===== src/rtl/lightgun_arbiter.sv =====
// Shares the crosshair overlay and light-sensor path between two lightguns.
// Ownership alternates per frame slot, or is locked to a gun whose trigger was just pulled.
module lightgun_arbiter #(
  parameter int HOLD_FRAMES = 4,
  parameter int ALT_FRAMES  = 1
) (
  input  logic       CLK,
  input  logic       RESET,
  input  logic       CE_PIX,
  input  logic       VDE,
  input  logic [1:0] EN,
  input  logic       MODE,
  input  logic [1:0] TARGET_IN,
  input  logic [1:0] SENSOR_IN,
  input  logic [1:0] TRIGGER_IN,
  output logic       TARGET,
  output logic       TARGET_SEL,
  output logic [1:0] SENSOR_OUT,
  output logic       OWNER,
  output logic       LOCKED,
  output logic [2:0] DBG_STATE
);

  localparam logic [2:0] IDLE  = 3'd0;
  localparam logic [2:0] SLOT0 = 3'd1;
  localparam logic [2:0] SLOT1 = 3'd2;
  localparam logic [2:0] LOCK0 = 3'd3;
  localparam logic [2:0] LOCK1 = 3'd4;

  logic [2:0] state_q, state_d;
  logic [3:0] hold_q, hold_d;
  logic [3:0] cnt_q, cnt_d;
  logic       last_lock_q, last_lock_d;
  logic [1:0] pend_q, pend_d;
  logic       vde_prev_q, vde_prev_d;
  logic [1:0] trig_prev_q, trig_prev_d;
  logic       target_q, target_d;
  logic       target_sel_q, target_sel_d;
  logic [1:0] sensor_q, sensor_d;
  logic       owner_q, owner_d;
  logic       locked_q, locked_d;

  logic       fb;
  logic [1:0] trig_rise;
  logic [1:0] pend_v;
  logic [1:0] pend_clr;
  logic       cur_gun;
  logic       other_gun;
  logic       is_lock;
  logic       lock_go;
  logic       lock_gun;
  logic       unl_ovl;
  logic [1:0] tgt_en;
  logic [1:0] sen_en;

  always_comb begin
    vde_prev_d  = CE_PIX ? VDE : vde_prev_q;
    fb          = CE_PIX & VDE & ~vde_prev_q;
    trig_prev_d = TRIGGER_IN;
    trig_rise   = TRIGGER_IN & ~trig_prev_q;
    pend_v      = pend_q & EN;
    cur_gun     = (state_q == SLOT1) || (state_q == LOCK1);
    other_gun   = ~cur_gun;
    is_lock     = (state_q == LOCK0) || (state_q == LOCK1);
  end

  // Frame-boundary state machine; a lock owner's own pend extends its lock,
  // the other gun's pend waits until the hold count runs out.
  always_comb begin
    state_d     = state_q;
    hold_d      = hold_q;
    cnt_d       = cnt_q;
    last_lock_d = last_lock_q;
    lock_go     = 1'b0;
    lock_gun    = 1'b0;
    if (fb) begin
      if (EN == 2'b00) begin
        state_d = IDLE;
      end else if (is_lock) begin
        if (pend_v[cur_gun]) begin
          lock_go  = 1'b1;
          lock_gun = cur_gun;
        end else if (hold_q != 4'd0) begin
          hold_d = hold_q - 4'd1;
        end else if (pend_v[other_gun]) begin
          lock_go  = 1'b1;
          lock_gun = other_gun;
        end else begin
          state_d = (EN[cur_gun] ? cur_gun : other_gun) ? SLOT1 : SLOT0;
          cnt_d   = 4'd0;
        end
      end else if (pend_v != 2'b00) begin
        lock_go  = 1'b1;
        lock_gun = (pend_v == 2'b11) ? ~last_lock_q : pend_v[1];
      end else if (state_q == IDLE) begin
        state_d = EN[0] ? SLOT0 : SLOT1;
        cnt_d   = 4'd0;
      end else if (!EN[cur_gun]) begin
        state_d = other_gun ? SLOT1 : SLOT0;
        cnt_d   = 4'd0;
      end else if (cnt_q == 4'(ALT_FRAMES - 1)) begin
        cnt_d = 4'd0;
        if (EN[other_gun]) state_d = other_gun ? SLOT1 : SLOT0;
      end else begin
        cnt_d = cnt_q + 4'd1;
      end
      if (lock_go) begin
        state_d     = lock_gun ? LOCK1 : LOCK0;
        hold_d      = 4'(HOLD_FRAMES - 1);
        last_lock_d = lock_gun;
        cnt_d       = 4'd0;
      end
    end
    pend_clr = lock_go ? (lock_gun ? 2'b10 : 2'b01) : 2'b00;
    pend_d   = (pend_q & EN & ~pend_clr) | (trig_rise & EN);
  end

  always_comb begin
    unl_ovl = MODE & ~is_lock;
    tgt_en  = TARGET_IN & EN;
    sen_en  = SENSOR_IN & EN;
    if (state_q == IDLE)  target_d = 1'b0;
    else if (!unl_ovl)    target_d = tgt_en[cur_gun];
    else                  target_d = |tgt_en;
    // In the shared overlay gun 0 wins where both crosshairs overlap.
    target_sel_d = unl_ovl ? (tgt_en[1] & ~TARGET_IN[0]) : cur_gun;
    if (unl_ovl)               sensor_d = sen_en;
    else if (state_q == IDLE)  sensor_d = 2'b00;
    else                       sensor_d = sen_en & (cur_gun ? 2'b10 : 2'b01);
    owner_d  = cur_gun;
    locked_d = is_lock;
  end

  always_ff @(posedge CLK) begin
    if (RESET) begin
      state_q      <= IDLE;
      hold_q       <= 4'd0;
      cnt_q        <= 4'd0;
      last_lock_q  <= 1'b1;
      pend_q       <= 2'b00;
      vde_prev_q   <= 1'b0;
      trig_prev_q  <= 2'b00;
      target_q     <= 1'b0;
      target_sel_q <= 1'b0;
      sensor_q     <= 2'b00;
      owner_q      <= 1'b0;
      locked_q     <= 1'b0;
    end else begin
      state_q      <= state_d;
      hold_q       <= hold_d;
      cnt_q        <= cnt_d;
      last_lock_q  <= last_lock_d;
      pend_q       <= pend_d;
      vde_prev_q   <= vde_prev_d;
      trig_prev_q  <= trig_prev_d;
      target_q     <= target_d;
      target_sel_q <= target_sel_d;
      sensor_q     <= sensor_d;
      owner_q      <= owner_d;
      locked_q     <= locked_d;
    end
  end

  assign TARGET     = target_q;
  assign TARGET_SEL = target_sel_q;
  assign SENSOR_OUT = sensor_q;
  assign OWNER      = owner_q;
  assign LOCKED     = locked_q;
  assign DBG_STATE  = state_q;

endmodule


===== config.mk =====
export PLATFORM = sky130hd
export DESIGN_NAME = lightgun_arbiter
export DESIGN_NICKNAME = d
export VERILOG_FILES = /design/src/rtl/lightgun_arbiter.sv
export SDC_FILE = /design/constraint.sdc
export NUM_CORES = 1
export LEC_CHECK = 0
export CAP_MARGIN = 10
export CORE_ASPECT_RATIO = 2
export CORE_UTILIZATION = 40
export CTS_CLUSTER_DIAMETER = 50
export DETAILED_ROUTE_END_ITERATION = 8
export PLACE_DENSITY = 0.66
export SYNTH_ARGS = -nofsm -noshare
export SYNTH_HDL_FRONTEND = slang
export SYNTH_SLANG_ARGS = --single-unit

===== constraint.sdc =====
create_clock -name CLK -period 1.87 [get_ports CLK]
set_input_delay 0.4675 -clock CLK [delete_from_list [all_inputs] [get_ports CLK]]
set_output_delay 0.4675 -clock CLK [all_outputs]
set_load 0.01 [all_outputs]

==> Word level (Yosys, flattened, before mapping) <==
Index checks and enable logic that the tools add are counted.
{ "op_classes": {"addsub": 2, "n_lt_le_gt_ge": 2, "eq_ne": 16, "n_mux": 65, "bitwise_logic": 19, "n_reduce_logical": 15} }
{ "ops": {"columns": ["cell", "n"], "rows": [
  ["$mux 4", 15],
  ["$mux 3", 12],
  ["$mux 1", 30],
  ["$mux 2", 8],
  ["$ne 4x3->1 const B", 4],
  ["$and 2x2->2", 7],
  ["$ne 3x2->1 const B", 4],
  ["$ne 6x3->1 const B", 2],
  ["$reduce_and 7->1", 1],
  ["$eq 3x2->1 const B", 2],
  ["$reduce_and 6->1", 1],
  ["$reduce_bool 2->1", 3],
  ["$not 1->1", 5],
  ["$reduce_and 5->1", 1],
  ["$add 4x1->4 const B", 1],
  ["$and 1x1->1", 4],
  ["$logic_not 4->1", 1],
  ["$lt 1x2->1 const B", 2],
  ["$ne 2x1->1 const B", 2],
  ["$not 2->2", 2],
  ["$reduce_bool 4->1", 1],
  ["$reduce_or 2->1", 2],
  ["$sub 4x1->4 const B", 1],
  ["$eq 3x3->1 const B", 1],
  ["6 further kinds", 7]
]} }
{ "totals": {"reg_bits": 23, "in_bits": 13, "output_inout_bits": 9} }

==> Logic depth before layout (Yosys ltp) <==
{ "logic_depth": {"word_depth": 17, "depth_mapped": 7, "mapped_depth_nobuf": 7} }

==> Worst setup path before layout <==
No wires, ideal clock.
{ "synth_timing": {"kind": "in2reg", "startpoint": "input EN[1]", "endpoint": "register state_q[1], in the netlist DBG_STATE[1]", "setup_ns": 0.117, "arrival_time_ns": 1.720, "required_time_ns": 1.753, "setup_slack_ns": 0.033, "cell_stages": 6, "path_cell_list": "buf_2 > nand2_1 > a32oi_1 > nor3_1 > or3_1 > a32o_1"} }
{ "synth_between": {"elab_chain_cells": 11} }
{ "synth_lines": {"columns": ["element", "line", "source"], "rows": [
  ["start, declared", "11", "input logic [1:0] EN,"],
  ["$and 2x2->2", "61", "pend_v = pend_q & EN;"],
  ["$mux 1 (implied by the code) (2 in a row)", "85", "end else if (pend_v[other_gun]) begin"],
  ["$mux 1", "85", null],
  ["$mux 1", "83", "end else if (hold_q != 4'd0) begin"],
  ["$mux 1", "80", "if (pend_v[cur_gun]) begin"],
  ["$mux 1", "79", "end else if (is_lock) begin"],
  ["$mux 1", "77", "if (EN == 2'b00) begin"],
  ["$mux 1", "76", "if (fb) begin"],
  ["$ne 6x3->1 (no line), or another cell as far along", null, null],
  ["$reduce_and 7->1 (no line) / $mux 3 (equally long branches)", null, null],
  ["end signal, assigned", "149", "state_q <= state_d;"],
  ["end, declared", "30", "logic [2:0] state_q, state_d;"]
]} }
Several ways; a longest one is shown, not always the timed one. The select of a mux whose other input is x is not followed.
A chain may end at the register's enable or synchronous reset.

==> Final worst setup path <==
{ "layout_timing": {"startpoint": "input EN[0]", "endpoint": "register state_q[1], in the netlist DBG_STATE[1]"} }
Same word-level chain as after synthesis.

==> run summary <==
status: finished with violations
failing checks: negative setup slack
H-tree depth: 1
Syn Nets: 168
Area contributors post-synth: dfxtp_1, a21oi_1, nor2_1, ha_1, nand2_1
Worst Path Required: 2040 ps
Final min period: 1890 ps
initial antenna violation count: 0
Worst Hold Class: reg -> reg
Hold Path Depth: 1
# setup viols final: 1
Yosys warning count: 0
CTS sink cnt: 23
final setup margin: -15.9 ps
share of cells above drive strength 1: 28.1%
max-slew violation count: 0
fmax: 530 MHz
post-route clock period utilization: 101%
placed cells: 225
ys flop type: dfxtp_1
Rel. slew slack: 76.4%
Post-synth EDFFs: 0
post-synth top area share: 36.4%
final WL: 3860 µm
all-layer global routing usage: 24.2%
setup TNS: -15.9 ps
CTS tree: yes
slowest stage delay, CP: 380 ps
worst hold path startpoint: hold_q[0]
CP cell instances: clkdlybuf4s15_1 -> buf_4 -> nor2_1 -> nor3_1 -> or3_4 -> a32o_1
CTS Buffer Depth: 2
CP Max Fanout: 7
Vias: 1413
WHS Endpoint: hold_q[0]
CTS Hold Bufs: 0
Yosys reg bits: 23
Final Hold Fails: 0
pwr dens: 571 nW/µm²
Synth area leader: dfxtp_1
antenna diode count: 0
die extent in y: 81.5 µm
worst-margin pin slew: 352 ps
vias per cell: 6.06
synth unique cells: 51
first drt pass iteration count: 4
Setup CP Type: in -> reg
Finished Layout Cells: 233
setup skew after layout: 4.99 ps
R2R Path End: DBG_STATE[1]
row count: 28
register area share after synthesis: 36.4%
Avg Cell Area, Syn: 8.31 µm²
Critical Path AT: 2050 ps
synthesized area: 1260 µm²
DR iter-0 viols: 58
Die ar.: 3400 µm²
Starting Density: 42.4%
nets: 220
clk root buf: clkbuf_8
largest net degree at the start of global routing: 13
Post-Syn Instances: 152
Worst setup EP type: flop
Core ar.: 2980 µm²
number of routed nets with antenna violations: 0
area grow syn2layout: 49.0%
MaxCap Viol Count: 0
Crit Reg-Reg Startpoint: hold_q[0]
ys async rst share: 0%
worst vdd ir: 0.415 mV
Routed WL per cell: 16.5 µm
PortBufs: 21
highest-delay cell along the critical path: or3_4
total gr overflow: 0
IO Pins: 22
Worst R2R Path Depth: 7
routability cong.: 0.932
CTS buffer count: 3
Worst-Skew Late Latency: 270 ps
hpwl dp: 2820 µm
CTS clk-pin slew, worst paths: 80 ps
startpoint types: input pin
DRC errors left: 0
Die X: 41.7 µm
worst reg-to-reg setup slack: 60 ps
via count of the first global-routing pass: 1419
first-pass GRT wire length: 6330 µm
Pleak: 0.782 nW
## worst max path at each step
stage            startpoint           end  slack (ps)  cells after the start
2_1_floorplan         EN[1]  DBG_STATE[1]          30                      6
6_report              EN[0]  DBG_STATE[1]         -20                      6
4_1_cts        DBG_STATE[2]  DBG_STATE[2]           2                      2
3_5_place_dp          EN[0]  DBG_STATE[1]        -500                      6
3_3_place_gp          EN[0]  DBG_STATE[1]        -490                      6
5_1_grt               EN[0]  DBG_STATE[1]         -30                      6
## through the flow
stage	hold slack (ps)	setup WS, ps	utilization [%]	power [mW]	instance area [µm²]
after CTS	493	1.65	59.3	1.06	1770
final	469	-15.9	63.2	1.08	1880
after floorplan	449	33.0	-	0.634	1260
after detailed placement	479	-502	56.8	0.748	1690
after global routing	501	-27.3	63.2	1.13	1880
after global placement	466	-487	56.8	0.744	1690
## report_power, final
group | internal (mW) | total [mW] | switching, mW | leakage [nW]
sequential | 0.503 | 0.518 | 0.0156 | 0.190
clock | 0.152 | 0.311 | 0.159 | 0.0228
combinational | 0.129 | 0.247 | 0.118 | 0.570
total | 0.784 | 1.08 | 0.292 | 0.782
## logic make-up (layout without fill, tap and decap cells)
kind of cell / count (synthesis) / after routing / synth area share (%)
buffers and inverters: 14 / 65 / 4.85
AND/OR/NAND/NOR: 55 / 55 / 23.7
adder cells (fa/ha/maj): 3 / 3 / 2.97
AO/OA/AOI/OAI: 51 / 51 / 27.5
multiplexers: 3 / 3 / 2.48
XOR/XNOR: 3 / 3 / 2.08
flip-flops: 23 / 23 / 36.4
## registers in the layout, indices dropped and copies added (netlist names)
name / flops
hold_q: 4
pend_q: 2
trig_prev_q: 2
OWNER: 1
TARGET_SEL: 1
DBG_STATE: 3
TARGET: 1
vde_prev_q: 1
last_lock_q: 1
SENSOR_OUT: 2
cnt_q: 4
LOCKED: 1
## placed cells by master (no fill, tap or decap), types with 2 or more instances in the layout
| cell | instances |
|---|---|
| nor3_1 | 6 |
| a21oi_2 | 2 |
| xor2_1 | 2 |
| o211ai_1 | 2 |
| clkdlybuf4s50_1 | 16 |
| dfxtp_1 | 19 |
| nor2_1 | 10 |
| or3b_1 | 2 |
| o21ai_1 | 5 |
| clkbuf_8 | 3 |
| and3_1 | 2 |
| o21a_1 | 2 |
| a31oi_1 | 3 |
| dfxtp_4 | 3 |
| a21oi_1 | 8 |
| nand2b_1 | 3 |
| o22ai_1 | 2 |
| mux2i_1 | 2 |
| nor2b_1 | 5 |
| dlymetal6s2s_1 | 3 |
| inv_1 | 8 |
| nand2_1 | 10 |
| o21ai_0 | 6 |
| a21o_1 | 2 |
| a32oi_1 | 2 |
| nand3b_1 | 2 |
| ha_1 | 3 |
| nor2_2 | 2 |
| buf_4 | 31 |
## critical path, delay by kind of cell
kind                   cells  cell delay (ps)
and+or+nand+nor            3              800
buffers and inverters      2              530
AOI/OAI and AO/OA          1              260
## what timing repair did
action,4_1_cts,5_1_grt
resized for setup,12,21
setup buffers,0,4
endpoints found under the setup margin,17,11
pin swaps,1,3
## cell usage after synthesis (2+ instances only)
cell / instances
a32oi_1: 2
xor2_1: 2
o22ai_1: 2
o21ai_0: 6
a21oi_1: 10
and3_1: 2
nand2b_1: 3
nand2_1: 10
ha_1: 3
nand3b_1: 2
nor2b_1: 5
or3b_1: 3
or3_1: 2
o211ai_1: 2
o21ai_1: 6
buf_2: 4
mux2i_1: 2
a31oi_1: 3
o21a_1: 2
a22o_1: 2
nor2_1: 13
inv_1: 8
dfxtp_1: 23
nand3_1: 2
nor3_1: 6
a21o_1: 2
## cell type report
| cell class | count | area [µm²] |
|---|---|---|
| fill | 245 | 1090 |
| sequential | 23 | 473 |
| clock buffer | 4 | 45.0 |
| timing repair buffer | 53 | 465 |
| inverter | 8 | 30.0 |
| tap | 30 | 37.5 |
| multi-input combinational | 115 | 832 |
## routing by layer
metal  GRT usage, %  wire length, µm  vias to the layer above
met4           12.3              233                        0
met2           46.6             2100                       64
met3           3.30              223                       28
met5              0                0                        -
met1           24.6             1300                      651
li1               -                -                      670
(Power assumes the default switching activity.)
